**config.mk**
```make
export PLATFORM = sky130hd
export DESIGN_NAME = alu_result_stage
export DESIGN_NICKNAME = d
export VERILOG_FILES = /design/src/rtl/alu_result_stage.sv
export SDC_FILE = /design/constraint.sdc
export NUM_CORES = 1
export LEC_CHECK = 0
export CAP_MARGIN = 15
export CORE_MARGIN = 2
export CORE_UTILIZATION = 30
export DETAILED_ROUTE_END_ITERATION = 8
export GPL_ROUTABILITY_DRIVEN = 0
export MAX_ROUTING_LAYER = met4
export PLACE_DENSITY_LB_ADDON = 0.25
export SLEW_MARGIN = 0
export SYNTH_ARGS = -nofsm -noshare
export SYNTH_HDL_FRONTEND = slang
export SYNTH_SLANG_ARGS = --single-unit
```
**constraint.sdc**
```tcl
create_clock -name clk -period 3.65 [get_ports clk]
set_clock_uncertainty 0.1 [all_clocks]
set_input_delay 0.73 -clock clk [delete_from_list [all_inputs] [get_ports clk]]
set_output_delay 0.73 -clock clk [all_outputs]
set_load 0.02 [all_outputs]
```
**src/rtl/alu_result_stage.sv**
```systemverilog
// Execute-to-writeback stage: picks the architectural result from the ALU buses,
// resolves branch/jump outcomes and queues them in a 2-entry skid buffer.
module alu_result_stage #(
    parameter int XLEN  = 32,
    parameter int DEPTH = 2
) (
    input  logic            clk,
    input  logic            rst_n,
    input  logic            in_valid,
    output logic            in_ready,
    input  logic [6:0]      opcode,
    input  logic [2:0]      funct3,
    input  logic [4:0]      rd,
    input  logic [XLEN-1:0] pc,
    input  logic [XLEN-1:0] imm,
    input  logic [XLEN-1:0] rs1_val,
    input  logic [XLEN-1:0] rs2_val,
    input  logic [XLEN-1:0] adder_rsv,
    input  logic [XLEN-1:0] shifter_rsv,
    input  logic [XLEN-1:0] comparator_rsv,
    output logic            out_valid,
    input  logic            out_ready,
    output logic            wb_en,
    output logic [4:0]      wb_rd,
    output logic [XLEN-1:0] wb_data,
    output logic            redirect,
    output logic [XLEN-1:0] redirect_pc,
    output logic            illegal
);

    localparam logic [6:0] OPC_OP     = 7'b0110011;
    localparam logic [6:0] OPC_OP_IMM = 7'b0010011;
    localparam logic [6:0] OPC_LUI    = 7'b0110111;
    localparam logic [6:0] OPC_AUIPC  = 7'b0010111;
    localparam logic [6:0] OPC_JAL    = 7'b1101111;
    localparam logic [6:0] OPC_JALR   = 7'b1100111;
    localparam logic [6:0] OPC_BRANCH = 7'b1100011;
    localparam logic [6:0] OPC_LOAD   = 7'b0000011;
    localparam logic [6:0] OPC_STORE  = 7'b0100011;

    // Decoded result of the instruction currently on the input side
    logic            sel_wb_en;
    logic [XLEN-1:0] sel_data;
    logic            sel_redirect;
    logic [XLEN-1:0] sel_redirect_pc;
    logic            sel_illegal;

    logic            rd_nonzero;
    logic            br_eq;
    logic            br_lt;
    logic            br_ltu;
    logic [XLEN-1:0] pc_plus4;
    logic [XLEN-1:0] pc_plus_imm;
    logic [XLEN-1:0] rs1_plus_imm;

    assign rd_nonzero   = (rd != 5'd0);
    assign br_eq        = (rs1_val == rs2_val);
    assign br_lt        = ($signed(rs1_val) < $signed(rs2_val));
    assign br_ltu       = (rs1_val < rs2_val);
    assign pc_plus4     = pc + XLEN'(4);
    assign pc_plus_imm  = pc + imm;
    assign rs1_plus_imm = rs1_val + imm;

    always_comb begin
        sel_wb_en       = 1'b0;
        sel_data        = '0;
        sel_redirect    = 1'b0;
        sel_redirect_pc = '0;
        sel_illegal     = 1'b0;
        case (opcode)
            OPC_OP, OPC_OP_IMM: begin
                sel_wb_en = rd_nonzero;
                case (funct3)
                    3'b001, 3'b101: sel_data = shifter_rsv;
                    3'b010, 3'b011: sel_data = comparator_rsv;
                    default:        sel_data = adder_rsv;
                endcase
            end
            OPC_LUI: begin
                sel_wb_en = rd_nonzero;
                sel_data  = imm;
            end
            OPC_AUIPC: begin
                sel_wb_en = rd_nonzero;
                sel_data  = pc_plus_imm;
            end
            OPC_JAL: begin
                sel_wb_en       = rd_nonzero;
                sel_data        = pc_plus4;
                sel_redirect    = 1'b1;
                sel_redirect_pc = pc_plus_imm;
            end
            OPC_JALR: begin
                sel_wb_en       = rd_nonzero;
                sel_data        = pc_plus4;
                sel_redirect    = 1'b1;
                sel_redirect_pc = {rs1_plus_imm[XLEN-1:1], 1'b0};
            end
            OPC_BRANCH: begin
                sel_redirect_pc = pc_plus_imm;
                case (funct3)
                    3'b000:  sel_redirect = br_eq;
                    3'b001:  sel_redirect = !br_eq;
                    3'b100:  sel_redirect = br_lt;
                    3'b101:  sel_redirect = !br_lt;
                    3'b110:  sel_redirect = br_ltu;
                    3'b111:  sel_redirect = !br_ltu;
                    default: sel_illegal  = 1'b1;
                endcase
            end
            OPC_LOAD, OPC_STORE: begin
                // Effective address travels on to the memory stage
                sel_data = adder_rsv;
            end
            default: sel_illegal = 1'b1;
        endcase
    end

    // Skid buffer control
    logic       in_ready_reg;
    logic [1:0] count_reg;
    logic [1:0] count_next;
    logic       wr_ptr_reg;
    logic       rd_ptr_reg;
    logic       push;
    logic       pop;

    assign push = in_valid && in_ready_reg;
    assign pop  = out_valid && out_ready;

    always_comb begin
        count_next = count_reg;
        if (push && !pop) begin
            count_next = count_reg + 2'd1;
        end else if (pop && !push) begin
            count_next = count_reg - 2'd1;
        end
    end

    always_ff @(posedge clk or negedge rst_n) begin
        if (!rst_n) begin
            count_reg    <= 2'd0;
            wr_ptr_reg   <= 1'b0;
            rd_ptr_reg   <= 1'b0;
            in_ready_reg <= 1'b1;
        end else begin
            count_reg    <= count_next;
            in_ready_reg <= (count_next < 2'(DEPTH));
            if (push) wr_ptr_reg <= !wr_ptr_reg;
            if (pop)  rd_ptr_reg <= !rd_ptr_reg;
        end
    end

    // Entry storage
    logic            ent_wb_en       [DEPTH];
    logic [4:0]      ent_rd          [DEPTH];
    logic [XLEN-1:0] ent_data        [DEPTH];
    logic            ent_redirect    [DEPTH];
    logic [XLEN-1:0] ent_redirect_pc [DEPTH];
    logic            ent_illegal     [DEPTH];

    genvar gi;
    generate
        for (gi = 0; gi < DEPTH; gi++) begin : g_entry
            always_ff @(posedge clk or negedge rst_n) begin
                if (!rst_n) begin
                    ent_wb_en[gi]       <= 1'b0;
                    ent_rd[gi]          <= 5'd0;
                    ent_data[gi]        <= '0;
                    ent_redirect[gi]    <= 1'b0;
                    ent_redirect_pc[gi] <= '0;
                    ent_illegal[gi]     <= 1'b0;
                end else if (push && (wr_ptr_reg == 1'(gi))) begin
                    ent_wb_en[gi]       <= sel_wb_en;
                    ent_rd[gi]          <= rd;
                    ent_data[gi]        <= sel_data;
                    ent_redirect[gi]    <= sel_redirect;
                    ent_redirect_pc[gi] <= sel_redirect_pc;
                    ent_illegal[gi]     <= sel_illegal;
                end
            end
        end
    endgenerate

    // Head entry is presented only while valid; empty buffer drives zeros
    assign in_ready    = in_ready_reg;
    assign out_valid   = (count_reg != 2'd0);
    assign wb_en       = out_valid ? ent_wb_en[rd_ptr_reg]       : 1'b0;
    assign wb_rd       = out_valid ? ent_rd[rd_ptr_reg]          : 5'd0;
    assign wb_data     = out_valid ? ent_data[rd_ptr_reg]        : '0;
    assign redirect    = out_valid ? ent_redirect[rd_ptr_reg]    : 1'b0;
    assign redirect_pc = out_valid ? ent_redirect_pc[rd_ptr_reg] : '0;
    assign illegal     = out_valid ? ent_illegal[rd_ptr_reg]     : 1'b0;

endmodule

```
==> metrics.md, run 1 <==
| Metric | Value |
|---|---|
| Critical Path RT | `3.89 ns` |
| Cells after synthesis | `1667` |
| Internal power component | `4.41 mW` |
| Via count of the first global-routing pass | `13400` |
| Sequential cell fraction of total power | `29.5%` |
| Multiplexer area fraction after synthesis | `6.07%` |
| EDFF count, synth | `0` |
| Vias per cell | `5.13` |
| Yosys cell types | `64` |
| Ratio of cells with drive above 1 in the final layout | `13.5%` |
| Portion of synthesized cell area occupied by the leading cell type | `29.1%` |
| Number of sinks driven by the clock tree | `149` |
| DRC violation count after routing | `0` |
| Mapped Area | `12700 um2` |
| Static Leak | `8.19 nW` |
| Count of H-tree levels built during CTS | `4` |
| Number of nets still failing antenna checks after routing | `0` |
| Dominant register cell in the synthesized netlist | `sky130_fd_sc_hd__dfrtp_1` |
| Fraction of the mapped netlist area in compound gates | `25.1%` |
| Fraction of power spent switching nets | `37.4%` |
| Synthesized net count | `2009` |
| Vias | `13800` |
| First-pass GRT wire length | `76300 um` |
| Count of routing violations after the opening detailed-route iteration | `1002` |
| Clock latency reported for the late side of the worst-skew pair | `0.42 ns` |
| Commonest cells in the netlist | `sky130_fd_sc_hd__nand2_1 (296), sky130_fd_sc_hd__o21ai_0 (196), sky130_fd_sc_hd__nor2_1 (156)` |
| Router iterations before antenna repair | `5` |
| Maximum number of pins on one net before global-route repair | `89` |
| Total routed wirelength | `50800 um` |
| Xor/xnor cell area share of the yosys netlist | `6.13%` |
| DIE WIDTH | `210 um` |
| Area of the core | `41900 um2` |
| All-Layer GR Usage | `23.4%` |
| Root Driver | `sky130_fd_sc_hd__clkbuf_16` |
| CTS tree | `built` |
| Layout Cells excl Fill | `2684` |
| Tightest Hold Check Type | `input port to async pin` |
| Peak VDD IR | `348 uV` |
| Layout Nets | `2466` |
| Portion of total power attributed to combinational logic | `45.3%` |
| Cell types occupying the most area after synthesis | `sky130_fd_sc_hd__dfrtp_1 (29%), sky130_fd_sc_hd__ha_1 (9.5%), sky130_fd_sc_hd__nand2_1 (8.7%)` |
| GRT overflow | `0` |
| Share of synthesized cell area in full adder, half adder and majority cells | `9.86%` |
| Launching instance or port of the critical path | `pc[0]` |
| Kind of end point of the critical path | `flip-flop` |
| Critical register-to-register path startpoint | `count_reg[0]` |
| Run status | `complete, no violations` |
| Total power density per cell area | `375 nW/um2` |
| Die Y | `210 um` |
| Post-route minimum period | `3.60 ns` |
| Buffers added on ports | `316` |
| Initial standard-cell utilization of the core | `30.4%` |
| Antenna violations before repair | `7` |
| Yosys reg bits | `149` |
| Unrepaired setup endpoints after global routing | `true` |
| Minimum hold slack | `0.120 ns` |
| Transition at the pin with the smallest max-transition slack | `0.738 ns` |
| Relative slew margins | `50.6%` |
| Maximum buffer depth of the clock tree | `2` |
| Cell type contributing the most total cell area after synthesis | `sky130_fd_sc_hd__dfrtp_1` |
| Endpoint arrival time on the critical path | `3.84 ns` |
| Placed cell count | `2644` |
| Sequential element share of the synthesized area | `29.3%` |
| Warning count from the yosys run | `0` |
| Net Sw Power | `2.63 mW` |
| Max Cap Violations | `0` |
| Die area | `44000 um2` |
| Count of pins on the block boundary | `317` |
| Setup violations, final | `0` |
| Post-synthesis simple-gate area fraction | `18.9%` |
| Main combinational cell family by area after synthesis | `compound AO/OA/AOI/OAI gates` |
| Asr flop ratio synth | `100%` |
| HPWL after detailed placement | `41800 um` |
| Mean routed wirelength per cell | `18.9 um` |
| Clock-pin slew of the registers on the worst-case setup and hold paths | `0.06 ns` |
| Worst-path maximum fanout | `4` |
| CP Class | `input port to flip-flop` |
| Syn avg cell area | `7.63 um2` |
| Row cnt | `75` |
| Critical Path Sink | `ent_redirect_pc[60]` |
| Synth-to-layout area growth | `47.7%` |
| Total power | `7.04 mW` |
| Hold Fails Final Rpt | `0` |
| Max Fclk | `278 MHz` |
| Dominant cell by count in the synthesized netlist | `sky130_fd_sc_hd__nand2_1` |
| Total CTS buffers | `17` |
| Critical path startpoint category | `input port` |
| R2r worst-path depth | `9` |
| Endpoint of the most critical register-to-register path | `count_reg[1]` |
| Flop-to-flop setup slack | `1.16 ns` |
| Pins Over Slew Limit | `0` |
| Registers with the most flip-flops | `ent_data: 64 flops, ent_redirect_pc: 64 flops, ent_rd: 10 flops` |
| Utilization after layout | `44.9%` |
| Post-route clock period utilization | `98.6%` |
| Clock Power Share | `25.2%` |
worst min-delay path by stage:
stage / endpoint / depth (start not counted)
after floorplan: count_reg[0] / 0
after global placement: ent_rd[5] / 2
after detailed placement: ent_rd[4] / 2
after CTS: ent_data[7] / 1
after global routing: ent_redirect_pc[1] / 1
final: ent_data[7] / 1
stage by stage:
stage               setup WS [ns]  instance area (um2)  TNS (ns)
floorplan                   0.352                12700         0
global placement           -0.580                18000    -22.08
detailed placement         -0.545                18000    -24.80
CTS                        0.0127                18600         0
global route              -0.0946                18800    -0.538
finish                     0.0516                18800         0
layout make-up:
class,instances,area [um2]
clock buffer,20,457
sequential,149,3730
timing repair buffer,531,4940
tap,539,674
multi-input combinational,1367,8580
inverter,58,218
clock inverter,12,153
fill,4195,23100
antenna,8,20.0
repair_timing:
action / CTS / global route
gates resized for setup: 6 / 27
hold buffers: 0 / 0
pin swaps: 2 / 15
buffers inserted: 0 / 0
setup endpoints to repair: 13 / 52
critical path, cell delays in order:
cell,delay [ns]
sky130_fd_sc_hd__clkdlybuf4s50_1,0.44
sky130_fd_sc_hd__ha_2,0.21
sky130_fd_sc_hd__fa_2,0.35
sky130_fd_sc_hd__a211oi_2,0.27
sky130_fd_sc_hd__buf_4,0.15
sky130_fd_sc_hd__nor4_1,0.04
sky130_fd_sc_hd__nor2_1,0.25
sky130_fd_sc_hd__buf_4,0.19
sky130_fd_sc_hd__a2111oi_4,0.06
sky130_fd_sc_hd__nor3_1,0.19
sky130_fd_sc_hd__buf_4,0.16
sky130_fd_sc_hd__a21oi_1,0.10
sky130_fd_sc_hd__or3_1,0.36
sky130_fd_sc_hd__and3_1,0.18
sky130_fd_sc_hd__o21ai_1,0.14
cell usage in the layout, fill, tap and decap left out, types with 17 or more instances in the layout:
cell type,synthesis,layout
sky130_fd_sc_hd__mux2i_1,76,76
sky130_fd_sc_hd__clkbuf_16,0,17
sky130_fd_sc_hd__inv_1,57,57
sky130_fd_sc_hd__clkdlybuf4s50_1,0,313
sky130_fd_sc_hd__dfrtp_1,148,147
sky130_fd_sc_hd__nand4_1,26,26
sky130_fd_sc_hd__a21o_1,23,23
sky130_fd_sc_hd__nor3_1,17,17
sky130_fd_sc_hd__nand3_1,24,24
sky130_fd_sc_hd__nand2_1,296,295
sky130_fd_sc_hd__nor2_1,156,154
sky130_fd_sc_hd__ha_1,97,94
sky130_fd_sc_hd__xnor2_1,47,46
sky130_fd_sc_hd__o21ai_0,196,190
sky130_fd_sc_hd__xor2_1,42,42
sky130_fd_sc_hd__a22oi_1,34,32
sky130_fd_sc_hd__a221oi_1,28,27
sky130_fd_sc_hd__a21oi_1,154,149
sky130_fd_sc_hd__buf_4,0,202
routing by layer:
layer | global-route usage [%] | share of wire [%] | vias up
li1 | - | - | 6856
met1 | 31.4 | 47 | 6408
met5 | - | 0 | -
met3 | 3.20 | 5.1 | 46
met4 | 5.84 | 1.9 | 0
met2 | 37.2 | 46 | 452
power by group through the flow:
stage | clock [mW] | combinational [mW] | sequential [mW]
floorplan | 0 | 1.84 | 2.02
global placement | 0 | 3.15 | 2.10
detailed placement | 0 | 3.18 | 2.11
CTS | 1.82 | 3.19 | 2.08
global route | 1.90 | 3.50 | 2.11
finish | 1.78 | 3.19 | 2.08
cell families (layout without fill, tap and decap cells):
logic type               Yosys count  in the layout
flip-flops                       149            149
XOR/XNOR                          89             89
buffers and inverters            151            621
other                              0              8
adder cells (fa/ha/maj)           99             99
multiplexers                      77             77
AO/OA/AOI/OAI                    532            532
AND/OR/NAND/NOR                  570            570
No activity file was read; power rests on OpenSTA's default activity.
==> run 2: changes to the inputs <==
--- a/config.mk
+++ b/config.mk
@@ -7,7 +7,7 @@
 export LEC_CHECK = 0
 export CAP_MARGIN = 15
 export CORE_MARGIN = 2
-export CORE_UTILIZATION = 30
+export CORE_UTILIZATION = 39
 export DETAILED_ROUTE_END_ITERATION = 8
 export GPL_ROUTABILITY_DRIVEN = 0
 export MAX_ROUTING_LAYER = met4
==> run 2 against run 1 <==
  * Worst setup slack improved by 0.084 ns
  * Wire length decreased by 8.6%
  * Non-clock buffer count decreased by 9
  * Critical endpoint is now ent_redirect_pc[24]
==> metrics.md, run 2 (synthesis gave the netlist of run 1 again) <==
| Metric | Value |
|---|---|
| Most common library cell in the layout ignoring fill and taps | `sky130_fd_sc_hd__clkdlybuf4s50_1` |
| Critical path startpoint category | `input port` |
| Ratio of cells with drive above 1 in the final layout | `12.9%` |
| Peak VDD IR | `372 uV` |
| Hold Fails Final Rpt | `0` |
| Number of buffers inserted by hold repair at cts | `0` |
| Number of sinks driven by the clock tree | `149` |
| Mean routed wirelength per cell | `18.0 um` |
| Worst-path maximum fanout | `3` |
| Vias per cell | `5.42` |
| Count of pins on the block boundary | `317` |
| Initial standard-cell utilization of the core | `39.4%` |
| Registers with the most flip-flops | `ent_data: 64 flops, ent_redirect_pc: 64 flops, ent_rd: 10 flops` |
| Kind of end point of the critical path | `flip-flop` |
| Clock Power Share | `24.6%` |
| Layout Nets | `2457` |
| Synth-to-layout area growth | `45.3%` |
| Post-route clock period utilization | `96.3%` |
| GRT overflow | `0` |
| Max Fclk | `285 MHz` |
| Total power density per cell area | `374 nW/um2` |
| Relative slew margins | `47.9%` |
| Biggest cell delay along the critical path | `0.51 ns` |
| All-Layer GR Usage | `27.9%` |
| HPWL after detailed placement | `38100 um` |
| Root Driver | `sky130_fd_sc_hd__clkbuf_16` |
| Number of nets still failing antenna checks after routing | `0` |
| Unrepaired setup endpoints after global routing | `false` |
| Post-route minimum period | `3.51 ns` |
| Run status | `complete, no violations` |
| Dominant delay contributor by cell family on the critical path | `compound AO/OA/AOI/OAI gates` |
| Row cnt | `66` |
| Die area | `34100 um2` |
| Net Sw Power | `2.70 mW` |
| CP Class | `input port to flip-flop` |
| Internal power component | `4.20 mW` |
| Total CTS buffers | `17` |
| Count of H-tree levels built during CTS | `4` |
| Pins Over Slew Limit | `0` |
| Critical Path RT | `3.90 ns` |
| Transition at the pin with the smallest max-transition slack | `0.778 ns` |
| Sequential cell fraction of total power | `30.6%` |
| Endpoint arrival time on the critical path | `3.76 ns` |
| Placement-stage worst setup slack | `-0.456 ns` |
| Worst Slack Setup Final | `0.135 ns` |
| Buffers added on ports | `316` |
| CTS tree | `built` |
| Maximum buffer depth of the clock tree | `2` |
| Max Cap Violations | `0` |
| Cells along the critical path | `clkdlybuf4s50_1, ha_1, nand4_1, nor4_2, nor2_2, buf_4, a2111oi_2, nor3_1, buf_4, a211o_1, a221oi_2, a22oi_1, o21ai_1` |
| Via count of the first global-routing pass | `13500` |
| First-pass GRT wire length | `71600 um` |
| Router iterations before antenna repair | `5` |
| Tightest Hold Check Type | `input port to async pin` |
| Static Leak | `8.13 nW` |
| Maximum number of pins on one net before global-route repair | `78` |
| Antenna violations before repair | `2` |
| Launching instance or port of the critical path | `imm[11]` |
| Portion of total power attributed to combinational logic | `44.9%` |
| Vias | `13900` |
| Die Y | `185 um` |
| Minimum hold slack | `0.226 ns` |
| Area of the core | `32300 um2` |
| Fraction of power spent switching nets | `39.1%` |
| Number of buffer and inverter stages on the critical path | `3` |
| Critical register-to-register path startpoint | `count_reg[0]` |
| Number of fill cells in the layout | `2979` |
| Clock-pin slew of the registers on the worst-case setup and hold paths | `0.07 ns` |
| DRC violation count after routing | `0` |
| CP max stage cell | `sky130_fd_sc_hd__clkdlybuf4s50_1` |
| Setup violations, final | `0` |
| Total routed wirelength | `46400 um` |
| Highest-count cells in the layout ignoring fill and taps | `sky130_fd_sc_hd__clkdlybuf4s50_1 (313), sky130_fd_sc_hd__nand2_1 (295), sky130_fd_sc_hd__buf_4 (195)` |
| Count of routing violations after the opening detailed-route iteration | `1089` |
| DIE WIDTH | `185 um` |
| Most prevalent standard cell on the critical path | `sky130_fd_sc_hd__buf_4` |
| Clock latency reported for the late side of the worst-skew pair | `0.42 ns` |
[run 2: worst reg2reg max path: cells and delay by family (launching register included)]
kind,cells,cell delay [ns]
AND/OR/NAND/NOR,2,0.24
AO/OA/AOI/OAI,1,0.28
adder cells (fa/ha/maj),2,0.55
buffers and inverters,3,0.23
flip-flops,1,0.40
[run 2: final timing paths]
| kind | to | slack [ns] | cells past startpoint |
|---|---|---|---|
| max | ent_redirect_pc[24] | 0.14 | 13 |
| max reg2reg | count_reg[1] | 1.71 | 8 |
| max in group asynchronous | in_ready | 2.32 | 2 |
| min in group clk | ent_rd[4] | 0.38 | 2 |
| min reg2reg | ent_rd[4] | 0.38 | 2 |
| min | ent_data[37] | 0.23 | 1 |
[run 2: what timing repair did]
action | CTS | global route
buffers inserted | 0 | 2
pin swaps | 0 | 10
endpoints found under the setup margin | 2 | 71
resized for setup | 1 | 22
gates cloned | 0 | 0
[run 2: final cells by class]
type | instances | area, um2 | area share [%]
sequential | 149 | 3730 | 20.2
antenna | 3 | 7.51 | 0.0406
inverter | 58 | 218 | 1.18
multi-input combinational | 1367 | 8530 | 46.2
clock buffer | 17 | 425 | 2.30
timing repair buffer | 522 | 4850 | 26.3
tap | 442 | 553 | 2.99
clock inverter | 15 | 156 | 0.846
[run 2: per-stage QoR]
stage	TNS, ns	instances	power, mW	instance area [um2]	util, %
global route	0	2572	7.33	18500	57.2
floorplan	0	1667	3.86	12700	-
CTS	0	2568	6.92	18400	56.9
global placement	-17.93	2536	5.17	17800	55.1
detailed placement	-22.58	2536	5.22	17800	55.1
finish	0	2573	6.90	18500	57.2
[run 2: per-layer routing]
| layer | vias to the layer above | track usage [%] | wire [um] |
|---|---|---|---|
| li1 | 6842 | - | - |
| met2 | 568 | 44.1 | 20800 |
| met5 | - | - | 0 |
| met3 | 63 | 3.20 | 3220 |
| met4 | 0 | 8.70 | 1370 |
| met1 | 6474 | 37.6 | 21000 |
[run 2: power by group through the flow]
stage          Sequential [mW]  Clock (mW)  Combinational, mW
3_5_place_dp              2.14           0               3.07
2_1_floorplan             2.02           0               1.84
5_1_grt                   2.14        1.79               3.39
4_1_cts                   2.11        1.72               3.09
3_3_place_gp              2.13           0               3.04
6_report                  2.11        1.70               3.10
==> run 3: changes to the inputs <==
--- a/config.mk
+++ b/config.mk
@@ -9,6 +9,7 @@
 export CORE_MARGIN = 2
 export CORE_UTILIZATION = 39
 export DETAILED_ROUTE_END_ITERATION = 8
+export DONT_BUFFER_PORTS = 1
 export GPL_ROUTABILITY_DRIVEN = 0
 export MAX_ROUTING_LAYER = met4
 export PLACE_DENSITY_LB_ADDON = 0.25
==> run 3 against run 2 <==
  * The flow now finishes with violations (negative hold slack)
  * Register-to-register slack worse by 0.11 ns
  * Non-clock buffer count down 478
  * Sequential cell count unchanged
  * Via count down 13%
  * Final cell count down 19%
  * Sequential power about the same
  * Die area is the same
  * Power fell by 9.6%
  * Hold slack lost 0.31 ns
  * First-iteration DRC count is 15% lower
  * Maximum frequency increased by 6.4%
==> metrics.md, run 3 (synthesis gave the netlist of run 1 again) <==
| Metric | Value |
|---|---|
| DIE WIDTH | `185 um` |
| Most common library cell in the layout ignoring fill and taps | `sky130_fd_sc_hd__nand2_1` |
| Placement-stage worst setup slack | `-0.00835 ns` |
| Count of pins on the block boundary | `317` |
| Sequential cell fraction of total power | `34.0%` |
| Buffers added on ports | `0` |
| Max Fclk | `303 MHz` |
| Transition at the pin with the smallest max-transition slack | `0.910 ns` |
| Die Y | `185 um` |
| Ratio of cells with drive above 1 in the final layout | `5.64%` |
| Run status | `finished, violations left` |
| Synth-to-layout area growth | `9.87%` |
| Total routed wirelength | `44500 um` |
| Area of the core | `32300 um2` |
| Post-route clock period utilization | `90.5%` |
| Clock-pin slew of the registers on the worst-case setup and hold paths | `0.06 ns` |
| Tightest Hold Check Type | `input port to async pin` |
| Layout Cells excl Fill | `2092` |
| Highest-count cells in the layout ignoring fill and taps | `sky130_fd_sc_hd__nand2_1 (295), sky130_fd_sc_hd__o21ai_0 (196), sky130_fd_sc_hd__nor2_1 (154), sky130_fd_sc_hd__a21oi_1 (154), sky130_fd_sc_hd__dfrtp_1 (147)` |
| Peak VDD IR | `333 uV` |
| Net Sw Power | `2.38 mW` |
| Total CTS buffers | `17` |
| Mean routed wirelength per cell | `21.3 um` |
| GRT overflow | `0` |
| Fraction of power spent switching nets | `38.1%` |
| Relative slew margins | `39.3%` |
| Clock Power Share | `29.3%` |
| Number of sinks driven by the clock tree | `149` |
| Maximum number of pins on one net before global-route repair | `150` |
| Pins Over Slew Limit | `0` |
| Worst Slack Setup Final | `0.348 ns` |
| Minimum hold slack | `-0.0804 ns` |
| Portion of total power attributed to combinational logic | `36.7%` |
| Max Cap Violations | `0` |
| Antenna violations before repair | `1` |
| DRC violation count after routing | `0` |
| Count of H-tree levels built during CTS | `4` |
| Vias | `12200` |
| Initial standard-cell utilization of the core | `39.4%` |
| Violations in the final reports | `negative hold slack` |
| Kind of end point of the critical path | `flip-flop` |
| Number of fill cells in the layout | `3297` |
| Total power density per cell area | `447 nW/um2` |
| Critical Path RT | `3.88 ns` |
| Registers with the most flip-flops | `ent_data: 64 flops, ent_redirect_pc: 64 flops, ent_rd: 10 flops` |
| Via count of the first global-routing pass | `11500` |
| Row cnt | `66` |
| Clock latency reported for the late side of the worst-skew pair | `0.41 ns` |
| Die area | `34100 um2` |
| Setup violations, final | `0` |
| Internal power component | `3.87 mW` |
| Router iterations before antenna repair | `6` |
| Worst-path maximum fanout | `4` |
| Unrepaired setup endpoints after global routing | `false` |
| Number of nets still failing antenna checks after routing | `0` |
| Maximum buffer depth of the clock tree | `2` |
| Post-route minimum period | `3.30 ns` |
| CTS tree | `built` |
| Post CTS Setup Buffer Count | `0` |
| HPWL after detailed placement | `35500 um` |
| Vias per cell | `5.83` |
| CP Class | `input port to flip-flop` |
| Hold Fails Final Rpt | `148` |
| Placed cell count | `2060` |
| Count of routing violations after the opening detailed-route iteration | `931` |
| Layout Nets | `1979` |
| Critical path startpoint category | `input port` |
| All-Layer GR Usage | `26.4%` |
| Static Leak | `6.12 nW` |
| Root Driver | `sky130_fd_sc_hd__clkbuf_16` |
| Endpoint arrival time on the critical path | `3.53 ns` |
| First-pass GRT wire length | `66600 um` |
[run 3: cell types whose count changed in the layout (fill, tap and decap cells not counted), sizes merged]
| cell | delta |
|---|---|
| buf | -163 |
| dlymetal6s2s | -2 |
| inv | -9 |
| clkdlybuf4s50 | -313 |
| clkinvlp | +1 |
| clkinv | +1 |
| clkbuf | +2 |
| diode | -2 |
| bufinv | +4 |
[run 3: worst paths after layout]
kind                            cells past startpoint  slack, ns            to          from
worst min register to register                      2       0.37     ent_rd[5]     ent_rd[5]
worst min-delay path                                0      -0.08   ent_data[1]         rst_n
min in group clk                                    2       0.33     ent_rd[3]         rd[3]
worst max register to register                      8       1.60  count_reg[1]  count_reg[0]
worst max-delay path                               13       0.35  ent_data[60]         pc[0]
max in group asynchronous                           0       3.19      in_ready         rst_n
[run 3: worst max-delay path, stage by stage]
cell	delay, ns
sky130_fd_sc_hd__ha_1	0.22
sky130_fd_sc_hd__fa_1	0.40
sky130_fd_sc_hd__a211oi_1	0.42
sky130_fd_sc_hd__nor4_1	0.11
sky130_fd_sc_hd__nor2_1	0.17
sky130_fd_sc_hd__buf_4	0.15
sky130_fd_sc_hd__a2111oi_2	0.06
sky130_fd_sc_hd__nor3_1	0.34
sky130_fd_sc_hd__buf_4	0.19
sky130_fd_sc_hd__a21oi_1	0.09
sky130_fd_sc_hd__o21a_1	0.19
sky130_fd_sc_hd__o31a_1	0.30
sky130_fd_sc_hd__o21ai_0	0.17
[run 3: metal layers]
metal,wire length [um],global-route usage [%]
met1,21000,36.4
met3,3010,4.23
met5,0,-
met4,1190,8.32
met2,19300,39.6
[run 3: final cells by class]
class | count | area [um2] | area share (%)
clock inverter | 12 | 179 | 1.28
antenna | 1 | 2.50 | 0.0179
sequential | 149 | 3730 | 26.7
inverter | 58 | 218 | 1.56
clock buffer | 19 | 443 | 3.17
multi-input combinational | 1367 | 8450 | 60.5
tap | 442 | 553 | 3.96
timing repair buffer | 44 | 393 | 2.81
[run 3: power by group through the flow]
stage	registers, mW	clock network, mW	logic (mW)
after floorplan	2.02	0	1.84
after global placement	2.15	0	2.28
after detailed placement	2.16	0	2.30
after CTS	2.13	1.88	2.31
after global routing	2.16	1.93	2.55
final	2.13	1.83	2.29
[run 3: per-stage QoR]
step,hold WS [ns],util (%),TNS [ns],area [um2],total power [mW]
floorplan,0.334,-,0,12700,3.86
global placement,0.342,41.3,0,13300,4.43
detailed placement,0.342,41.3,-0.00835,13300,4.46
CTS,-0.105,43.3,0,14000,6.31
global route,-0.102,43.3,0,14000,6.64
finish,-0.0804,43.3,0,14000,6.24
[run 3: what timing repair did]
| action | in CTS | in global routing |
|---|---|---|
| endpoints found under the setup margin | 0 | 0 |
| resized for setup | 0 | 0 |
| hold endpoints to repair | 148 | 148 |
